--- config.mk ---
export PLATFORM = sky130hd
export DESIGN_NAME = fp_operand_align_flat
export DESIGN_NICKNAME = d
export VERILOG_FILES = /design/src/rtl/fp_operand_align_if.sv /design/src/rtl/fp_operand_align.sv /design/src/flat_wrapper.sv
export SDC_FILE = /design/constraint.sdc
export NUM_CORES = 1
export LEC_CHECK = 0
export ABC_AREA = 1
export ABC_CLOCK_PERIOD_IN_PS = 1400
export CORE_ASPECT_RATIO = 0.8
export CORE_MARGIN = 2
export CORE_UTILIZATION = 52
export CTS_BUF_LIST = sky130_fd_sc_hd__clkbuf_4
export CTS_CLUSTER_SIZE = 40
export DETAILED_ROUTE_END_ITERATION = 10
export PLACE_DENSITY = 0.84
export SETUP_SLACK_MARGIN = 0.3
export SLEW_MARGIN = 10
export SYNTH_ARGS = -nofsm -noshare
export SYNTH_HDL_FRONTEND = slang
export SYNTH_SLANG_ARGS = --single-unit
--- constraint.sdc ---
create_clock -name clk -period 1.4 [get_ports clk]
set_input_delay 0.14 -clock clk [delete_from_list [all_inputs] [get_ports clk]]
set_output_delay 0.14 -clock clk [all_outputs]
set_load 0.02 [all_outputs]
--- src/rtl/fp_operand_align_if.sv ---
// Handshake bundle for the mini-float operand aligner.
// Valid/ready rule for both sides: a word moves on a rising clock edge where
// valid and ready are both high; the producer holds valid and data stable until
// that edge, and ready may depend combinationally on the consumer's state.
interface fp_operand_align_if #(
    parameter int EXP_W = 3,
    parameter int MAN_W = 5
);
    localparam int W = EXP_W + MAN_W;

    // Upstream side: one operand pair per transfer
    logic             in_valid;
    logic             in_ready;
    logic [W-1:0]     a_in;
    logic [W-1:0]     b_in;

    // Downstream side: ordered and aligned result
    logic             out_valid;
    logic             out_ready;
    logic [W-1:0]     big_out;
    logic [MAN_W-1:0] small_man_out;
    logic [EXP_W-1:0] exp_diff_out;
    logic             sticky_out;
    logic             swapped_out;

    // Environment side: supplies operands, consumes results
    modport master (
        output in_valid, a_in, b_in, out_ready,
        input  in_ready, out_valid, big_out, small_man_out,
        input  exp_diff_out, sticky_out, swapped_out
    );

    // Aligner side
    modport slave (
        input  in_valid, a_in, b_in, out_ready,
        output in_ready, out_valid, big_out, small_man_out,
        output exp_diff_out, sticky_out, swapped_out
    );
endinterface

--- src/rtl/fp_operand_align.sv ---
// Two-stage operand front end for the mini-float adder.
// Stage 1 orders the pair by magnitude and registers the exponent difference;
// stage 2 right-shifts the smaller mantissa into alignment and folds the
// shifted-out bits into a sticky flag. Words are {exponent, mantissa}, no sign.
module fp_operand_align #(
    parameter int EXP_W        = 3,
    parameter int MAN_W        = 5,
    parameter int TIE_MANTISSA = 1
) (
    input  logic               clk,
    input  logic               rst_n,
    fp_operand_align_if.slave  bus
);
    localparam int W = EXP_W + MAN_W;

    // ------------------------------------------------------------------
    // Pipeline control
    // ------------------------------------------------------------------
    logic s1_valid;
    logic s2_valid;
    logic s1_adv;
    logic s2_adv;

    // A stage may load when it is empty or its contents are leaving this edge.
    assign s2_adv = !s2_valid || bus.out_ready;
    assign s1_adv = !s1_valid || s2_adv;

    // ------------------------------------------------------------------
    // Stage 1: magnitude compare and swap
    // ------------------------------------------------------------------
    logic [EXP_W-1:0] a_exp;
    logic [EXP_W-1:0] b_exp;
    logic [MAN_W-1:0] a_man;
    logic [MAN_W-1:0] b_man;
    logic             a_gt;
    logic [W-1:0]     big_sel;
    logic [W-1:0]     small_sel;
    logic [EXP_W-1:0] diff_sel;

    assign a_exp = bus.a_in[W-1:MAN_W];
    assign b_exp = bus.b_in[W-1:MAN_W];
    assign a_man = bus.a_in[MAN_W-1:0];
    assign b_man = bus.b_in[MAN_W-1:0];

    // Decide which operand leads; equal exponents fall to the mantissa only in tie mode
    always_comb begin
        a_gt = (a_exp > b_exp);
        if (TIE_MANTISSA != 0) begin
            if ((a_exp == b_exp) && (a_man >= b_man)) begin
                a_gt = 1'b1;
            end
        end
    end

    // Route the operands; the subtraction cannot wrap since big_exp >= small_exp
    always_comb begin
        big_sel   = a_gt ? bus.a_in : bus.b_in;
        small_sel = a_gt ? bus.b_in : bus.a_in;
        diff_sel  = big_sel[W-1:MAN_W] - small_sel[W-1:MAN_W];
    end

    logic [W-1:0]     s1_big;
    logic [MAN_W-1:0] s1_small_man;
    logic [EXP_W-1:0] s1_diff;
    logic             s1_swapped;

    // Stage 1 register: only the small mantissa is kept, its exponent lives in s1_diff
    always_ff @(posedge clk or negedge rst_n) begin
        if (!rst_n) begin
            s1_valid     <= 1'b0;
            s1_big       <= '0;
            s1_small_man <= '0;
            s1_diff      <= '0;
            s1_swapped   <= 1'b0;
        end else if (s1_adv) begin
            s1_valid <= bus.in_valid;
            if (bus.in_valid) begin
                s1_big       <= big_sel;
                s1_small_man <= small_sel[MAN_W-1:0];
                s1_diff      <= diff_sel;
                s1_swapped   <= !a_gt;
            end
        end
    end

    // ------------------------------------------------------------------
    // Stage 2: alignment shift and sticky
    // ------------------------------------------------------------------
    logic [MAN_W-1:0] shifted;
    logic             sticky;

    // Any bit position below the shift amount is lost; a shift of MAN_W or more
    // therefore clears the result and ORs the whole mantissa into sticky.
    always_comb begin
        shifted = s1_small_man >> s1_diff;
        sticky  = 1'b0;
        for (int i = 0; i < MAN_W; i++) begin
            if (i < int'(s1_diff)) begin
                sticky = sticky | s1_small_man[i];
            end
        end
    end

    logic [W-1:0]     r_big;
    logic [MAN_W-1:0] r_small_man;
    logic [EXP_W-1:0] r_diff;
    logic             r_sticky;
    logic             r_swapped;

    // Stage 2 register: holds the result until downstream takes it
    always_ff @(posedge clk or negedge rst_n) begin
        if (!rst_n) begin
            s2_valid    <= 1'b0;
            r_big       <= '0;
            r_small_man <= '0;
            r_diff      <= '0;
            r_sticky    <= 1'b0;
            r_swapped   <= 1'b0;
        end else if (s2_adv) begin
            s2_valid <= s1_valid;
            if (s1_valid) begin
                r_big       <= s1_big;
                r_small_man <= shifted;
                r_diff      <= s1_diff;
                r_sticky    <= sticky;
                r_swapped   <= s1_swapped;
            end
        end
    end

    // ------------------------------------------------------------------
    // Interface outputs
    // ------------------------------------------------------------------
    assign bus.in_ready      = s1_adv;
    assign bus.out_valid     = s2_valid;
    assign bus.big_out       = r_big;
    assign bus.small_man_out = r_small_man;
    assign bus.exp_diff_out  = r_diff;
    assign bus.sticky_out    = r_sticky;
    assign bus.swapped_out   = r_swapped;
endmodule

--- src/flat_wrapper.sv ---
// flat-port wrapper written by rule: the top's interface ports become plain ports
module fp_operand_align_flat 
#(
    parameter int EXP_W        = 3,
    parameter int MAN_W        = 5,
    parameter int TIE_MANTISSA = 1
)
  (clk, rst_n, bus_in_valid, bus_a_in, bus_b_in, bus_out_ready, bus_in_ready, bus_out_valid, bus_big_out, bus_small_man_out, bus_exp_diff_out, bus_sticky_out, bus_swapped_out);
  fp_operand_align_if #(.EXP_W(EXP_W), .MAN_W(MAN_W)) bus_i ();
  input  logic clk;
  input  logic rst_n;
  input wire logic [$bits(bus_i.in_valid)-1:0] bus_in_valid;
  input wire logic [$bits(bus_i.a_in)-1:0] bus_a_in;
  input wire logic [$bits(bus_i.b_in)-1:0] bus_b_in;
  input wire logic [$bits(bus_i.out_ready)-1:0] bus_out_ready;
  output wire logic [$bits(bus_i.in_ready)-1:0] bus_in_ready;
  output wire logic [$bits(bus_i.out_valid)-1:0] bus_out_valid;
  output wire logic [$bits(bus_i.big_out)-1:0] bus_big_out;
  output wire logic [$bits(bus_i.small_man_out)-1:0] bus_small_man_out;
  output wire logic [$bits(bus_i.exp_diff_out)-1:0] bus_exp_diff_out;
  output wire logic [$bits(bus_i.sticky_out)-1:0] bus_sticky_out;
  output wire logic [$bits(bus_i.swapped_out)-1:0] bus_swapped_out;
  assign bus_i.in_valid = bus_in_valid;
  assign bus_i.a_in = bus_a_in;
  assign bus_i.b_in = bus_b_in;
  assign bus_i.out_ready = bus_out_ready;
  assign bus_in_ready = bus_i.in_ready;
  assign bus_out_valid = bus_i.out_valid;
  assign bus_big_out = bus_i.big_out;
  assign bus_small_man_out = bus_i.small_man_out;
  assign bus_exp_diff_out = bus_i.exp_diff_out;
  assign bus_sticky_out = bus_i.sticky_out;
  assign bus_swapped_out = bus_i.swapped_out;
  fp_operand_align #(.EXP_W(EXP_W), .MAN_W(MAN_W), .TIE_MANTISSA(TIE_MANTISSA)) u_core (.clk(clk), .rst_n(rst_n), .bus(bus_i));
endmodule
# Word-level counts from Yosys, hierarchy flattened
# Index checks and enable logic that the tools add are counted.
# op_classes
n_addsub	1
magnitude_cmp	7
eq_ne	1
n_shift	1
n_mux	8
n_bitwise	4
n_reduce_logical	8
# ops
cell	count
$mux W8	2
$lt A1 B3 Y1 const A	2
$lt A2 B3 Y1 const A	2
$mux W1	6
$ge A5 B5 Y1	1
$shr A5 B3 Y5	1
$or A1 B1 Y1	4
$reduce_and A2 Y1	2
$eq A3 B3 Y1	1
$gt A3 B3 Y1	1
$logic_not A1 Y1	3
$lt A3 B3 Y1 const A	1
$sub A3 B3 Y3	1
$logic_or A1 B1 Y1	2
$logic_and A1 B1 Y1	1
# totals
reg_bits	37
input_bits	20
out_inout_bits	20
word_cells	41

# Depth between registers and ports, before layout
# logic_depth
ltp_word	10
depth_mapped	17
depth_no_buf	17

# Worst setup path after synthesis
# No wires, ideal clock.
# synth_timing
kind	input -> register
start	in bus_b_in[7]
end	reg u_core.s1_diff[2]
setup_time_ns	0.117
t_arrival_ns	1.680
required_ns	1.283
setup_slack_ns	-0.397
cell_stages	13
n_path_buf	0
path_cell_list	inv_1 ha_1 a21oi_1 nand3_1 nand2_4 inv_4 o21ai_2 o21ai_1 ha_1 inv_1 nand3_1 nand3_1 nand2_1
# synth_between
elab_chain_len	5
elab_cells_between_ends	7
classes_between	add/sub: 1; order compare: 1; eq/ne: 1; mux: 3; reduce/logical: 1
# synth_lines
element	line	text
from (decl)	flat_wrapper.sv:14	input wire logic [$bits(bus_i.b_in)-1:0] bus_b_in;
parallel branches: the longest is 4 deep, another holds $gt A3 B3 Y1	n/a	
$sub A3 B3 Y3 (*)	fp_operand_align.sv:59	diff_sel = big_sel[W-1:MAN_W] - small_sel[W-1:MAN_W];
to (signal assigned)	fp_operand_align.sv:80	s1_diff <= diff_sel;
to (decl)	fp_operand_align.sv:64	logic [EXP_W-1:0] s1_diff;
# Every way passes the cells marked *.
# A chain may end at the register's enable or synchronous reset.

# Worst setup path in the final report
# layout_timing
start	in bus_b_in[5]
end	reg u_core.s1_diff[2]
# Same word-level chain as after synthesis.

==> reports/results.ini <==
[clock_tree]
path_clk_slew_ns = 0.12
root_buffer = clkbuf_4
clk_latency_ns = 0.36
clockBufferDepth = 2
cts_sinks = 37
cts_buffers = 5
h-tree-depth = 2
cts_tree = built

[die]
row_count = 19
ioPinCount = 40
die_w_um = 71.4
start_util_pct = 54.8
core_area_mm2 = 0.00345
dieHeight_um = 57.9
dieArea_mm2 = 0.00414

[detailed_routing]
viasPerCell = 5.82
routed_wl_um = 6600
ant_nets = 0
remaining_drc_errors = 0
wire_per_inst_um = 18.4
dr.pass1.iters = 4
dr_total_vias = 2084
drt_iter0_drc = 241

[final_layout]
nets = 344
multiInputGateArea_mm2 = 0.00113
post_route_cells_drive_above_1_share_pct = 51.9
area_growth_pct = 61.9
register_area_um2 = 928
n_fill_cell = 157
postLayoutCoreUtil_pct = 88.8
antenna_cells = 0

[worst_setup_path]
startpoint_type = input pin
rrSetupSlack_ns = 0.16
r2r-start = u_core.s1_diff[2]$_DFFE_PN0P_
cp_data_required_time_ns = 1.65
crit_path_end_kind = flip-flop
cp_data_arrival_time_ns = 1.68
crit_type = input pin to flip-flop
r2r-end = u_core.bus.small_man_out[0]$_DFFE_PN0P_
reg2regPathDepth = 3
path_max_fanout = 2
critPathCapture = u_core.s1_diff[2]$_DFFE_PN0P_
crit_path_start = bus_b_in[5]

[synthesis]
synth_top_area_cell = dfrtp_1
synth_seq_cells = 37
yosysWarnings = 0
ys_seq_area_share_pct = 49.0
netlist_top_cells_area = dfrtp_1 49%, nand2_1 10%, o21ai_0 8.7%
syn_area_mm2 = 0.00189
synth_cell_types = 26
yosys.area.top_type_share_pct = 49.0
netlist_instances = 228
synth_fp_nets = 257
syn_area_per_cell_um2 = 8.29

[sta]
rsz0062_at_grt = yes
hold_viol = 0
worst_pin_slew_ns = 0.296
finalSetupViolations = 2
fmax_ghz = 0.697
final-max-slew-violation-count = 0
post-route-min-period_ns = 1.43
fin_crit_sh_pct = 102
fin_worst_skew_ns = 0.0136
holdWs_ns = 0.0989
fin_ws_ns = -0.0343
slew_headroom_pct = 80.2

[run_status]
violations = setup timing
outcome = complete, but fails checks

[grt]
antenna_found_initial = 0
grt_use_total_pct = 27.5
grt_pass1_wl_um = 8600
grt_pass1_vias = 1886
overflow = 0
grt_max_degree = 38

[power_and_ir_drop]
leakage_nw = 1.49
powerDensity_mw_per_mm2 = 1320
ir_drop_mv = 0.696

[place]
io_buffer_count = 39
place_ws_ns = -0.954
gp_congestion = 0.906
hpwl_um = 3630

[job]
cap_violations = 0

[worst_hold_path]
hp-start = bus_a_in[0]
hold_path.class = input pin to flip-flop

cell usage in the layout (no fill, tap or decap), types with 3 or more instances in the layout:
cell type,netlist,layout
nand2_2,0,12
clkbuf_4,0,6
buf_2,3,26
o21ai_2,2,11
nand3_4,0,3
a31oi_1,3,3
nand2_4,1,6
inv_1,33,22
nand3_2,2,3
ha_4,0,8
buf_4,0,34
buf_6,1,15
inv_2,0,6
o21ai_0,33,9
dfrtp_1,37,35
nor2_1,18,16
o21ai_1,1,15
a21oi_2,0,6
clkdlybuf4s50_1,0,3
nand3_1,7,3
o22ai_1,6,5
buf_8,0,5
nand2_1,51,34
Yosys cell counts:
cell       n
a31oi_1    3
a21oi_1    8
a211oi_1   1
inv_1     33
o21ai_0   33
nor2_1    18
buf_2      3
inv_4      1
ha_1       9
dfrtp_1   37
nor2_2     1
o221ai_1   1
o22ai_1    6
a22oi_1    1
nand3_1    7
a22o_1     2
nand2_1   51
o21ai_2    2
o211ai_2   1
nand3_2    2
nand2_4    1
clkbuf_1   3
o211ai_1   1
o21ai_1    1
nand3b_1   1
buf_6      1
metrics by stage:
step	area (um2)	cells	power (mW)	setup TNS, ns
after floorplan	2080	228	2.42	-0.437
after global placement	2730	333	3.13	-9.71
after detailed placement	2730	333	3.21	-11.17
after CTS	2790	350	3.67	0
after global routing	3060	358	4.24	-0.164
final	3060	358	4.05	-0.0568
worst max-delay path, cell delays in order:
cell	delay, ns
buf_2	0.13
ha_4	0.29
nand3_4	0.09
nor2_4	0.12
nand3_4	0.08
buf_4	0.14
buf_4	0.13
nand3_1	0.08
nand2_1	0.08
nand2_1	0.15
nand3_2	0.10
nand3_2	0.08
nand2_1	0.05
worst min-delay path by stage:
stage	endpoint	slack [ns]	cells after the start
floorplan	u_core.bus.big_out[0]$_DFFE_PN0P_	-0.16	0
global placement	u_core.bus.big_out[5]$_DFFE_PN0P_	0.45	2
detailed placement	u_core.bus.swapped_out$_DFFE_PN0P_	0.46	2
CTS	u_core.s1_big[0]$_DFFE_PN0P_	0.09	3
global route	u_core.s1_small_man[1]$_DFFE_PN0P_	0.09	3
finish	u_core.s1_big[0]$_DFFE_PN0P_	0.1	3
sequential cells by signal, indices dropped and copies added (netlist names):
signal,cells
u_core.s1_small_man,5
u_core.bus.swapped_out,1
u_core.s1_valid,1
u_core.bus.big_out,8
u_core.bus.out_valid,1
u_core.s1_diff,3
u_core.bus.exp_diff_out,3
u_core.s1_swapped,1
u_core.s1_big,8
u_core.bus.sticky_out,1
u_core.bus.small_man_out,5
cell families after synthesis:
logic type	synth area share, %
buf+inv	8.87
compound gates	18.3
simple gates	17.9
fa+ha+maj	5.96
flops	49.0
metal layers:
metal | wire, um | share of wire, % | GRT usage, %
met1 | 2590 | 39 | 34.2
met2 | 3320 | 50 | 48.1
met3 | 409 | 6.2 | 4.52
met4 | 267 | 4.0 | 11.6
met5 | 0 | 0 | 0
power breakdown:
part	internal [mW]	switching (mW)	total, mW
Clock	0.211	0.368	0.578
Sequential	1.37	0.214	1.58
Combinational	0.778	1.11	1.89
Total	2.35	1.69	4.05
repair_timing:
action                     CTS  global route
pin swaps                   17            19
gates cloned                 0             2
setup endpoints to repair   49            34
buffers inserted             9             6
hold buffers                 0             0
resized for setup          177            71
final cells by class:
type                       count  share of cell area (%)
sequential                    37                    30.3
timing repair buffer          86                    23.7
clock inverter                 2                   0.327
inverter                      34                    5.48
clock buffer                   6                    1.47
multi-input combinational    151                    37.0
tap                           42                    1.72
Note: power is estimated with default switching activity, not from simulation.
==> variant: new RTL, same flow settings <==
Make the reset (`rst_n`) synchronous in 2 clocked blocks.
--- a/src/rtl/fp_operand_align.sv
+++ b/src/rtl/fp_operand_align.sv
@@ -65,7 +65,7 @@
     logic             s1_swapped;
 
     // Stage 1 register: only the small mantissa is kept, its exponent lives in s1_diff
-    always_ff @(posedge clk or negedge rst_n) begin
+    always_ff @(posedge clk) begin
         if (!rst_n) begin
             s1_valid     <= 1'b0;
             s1_big       <= '0;
@@ -108,7 +108,7 @@
     logic             r_swapped;
 
     // Stage 2 register: holds the result until downstream takes it
-    always_ff @(posedge clk or negedge rst_n) begin
+    always_ff @(posedge clk) begin
         if (!rst_n) begin
             s2_valid    <= 1'b0;
             r_big       <= '0;
Function: differs if rst_n is asserted again (counterexample within 4 cycles, from zero or initial values and one cycle with rst_n low); with rst_n held inactive, the same outputs for 10 cycles.
==> variant against the unedited design <==
The flow still finishes with violations (setup timing). Total power is 16% lower. Routed wire length grew 40%. Combinational power is 35% lower. Fmax decreased by 10%. Worst setup slack worse by 0.17 ns. Register-to-register slack got worse by 0.17 ns. Sequential share of layout area down 7.3 points. Via count increased by 24%. Sequential cell count unchanged. Non-clock buffer count rose by 12. Synthesized cell count rose by 10%. Area after synthesis shrank 1.6%. Final area is 6.7% higher. Die area decreased by 1.5%.
==> variant: results (changes against the unedited design) <==
| Metric | Value |
|---|---|
| Worst Setup SP | `bus_b_in[2] (was bus_b_in[5])` |
| Post-synthesis compound-gate area fraction | `26.09% (was 18.27%)` |
| Detailed-route wire length per cell | `23.66 um (was 18.42 um)` |
| Met1 Resource Use GR | `38.66% (was 34.17%)` |
| Power share of the sequential group | `35.9% (was 39.0%)` |
| Worst-path fanout max | `6 (was 2)` |
| Number of global-route vias before repair | `2166 (was 1886)` |
| Lkg Pwr | `1.520 nW (was 1.490 nW)` |
| Final setup vio count | `13 (was 2)` |
| Worst ir drop on vdd | `0.001275 V (was 0.0006960 V)` |
| Final worst slack | `-0.2018 ns (was -0.03428 ns)` |
| Detailed-router iteration count before antenna repair | `9 (was 4)` |
| Fillers | `89 (was 157)` |
| Min-Delay Endpoint | `u_core.s1_big[6]$_SDFFE_PN0P_ (was u_core.s1_big[0]$_DFFE_PN0P_)` |
| Sw Ratio | `34.78% (was 41.86%)` |
| Hold Startpoint | `bus_b_in[6] (was bus_a_in[0])` |
| Hold_ws | `0.2269 ns (was 0.09892 ns)` |
| Post-synth ARST share | `0% (was 100.0%)` |
| Distinct cells, synth | `25 (was 26)` |
| Outcome | `finished, violations left (unchanged)` |
| Met2 usage | `58.74% (was 48.15%)` |
| Register area share after synthesis | `39.81% (was 48.97%)` |
| WHS Path Cells | `6 (was 3)` |
| P_sw | `0.001187 W (was 0.001695 W)` |
| Fraction of layout cells with a size suffix above 1 | `56.90% (was 51.90%)` |
| GRT Util Overall | `33.01% (was 27.54%)` |
| GRT met3 Usage | `7.067% (was 4.522%)` |
| Clock group | `0.000957 W (was 0.000578 W)` |
| Layout Nets | `376 (was 344)` |
| Setup Buffers After CTS | `14 (was 9)` |
| DR iter-0 viols | `418 (was 241)` |
| Via count | `2576 (was 2084)` |
| Gates resized, CTS repair | `203 (was 177)` |
| Failing checks | `setup timing (unchanged)` |
| Worst-case reg-to-reg path depth | `7 (was 3)` |
| Pin count of the biggest net entering global routing | `23 (was 38)` |
| Placed Cells | `355 (was 333)` |
[variant: cell count changes after synthesis, moves of 4 or more]
cell / delta
inv_1: +10
dfrtp_1: -37
o22ai_1: -6
o211ai_1: +13
o211ai_2: +4
a21oi_1: +13
nand2_1: -16
dfxtp_1: +37
nor2_1: +7
[variant: area by class of cell]
type | count | area share, %
sequential | 37 | 23.06
inverter | 44 | 6.932
clock buffer | 5 | 1.149
timing repair buffer | 98 | 24.86
tap | 42 | 1.609
timing repair inverter | 2 | 0.4979
clock inverter | 3 | 1.992
multi-input combinational | 159 | 39.91
[variant: metal layers]
layer	wire [um]	vias up
met2	4207	280
met1	3193	1154
li1	-	1033
met5	0	-
met4	885	0
met3	939	109
[variant: critical path, stage by stage]
cell,delay [ns]
buf_8,0.09
inv_12,0.03
ha_4,0.26
nand2_2,0.07
nor2_2,0.12
nand2_1,0.07
nand3_2,0.12
nand2_4,0.09
buf_4,0.18
buf_12,0.15
a21oi_4,0.14
o21ai_1,0.18
o211ai_1,0.14
inv_1,0.07
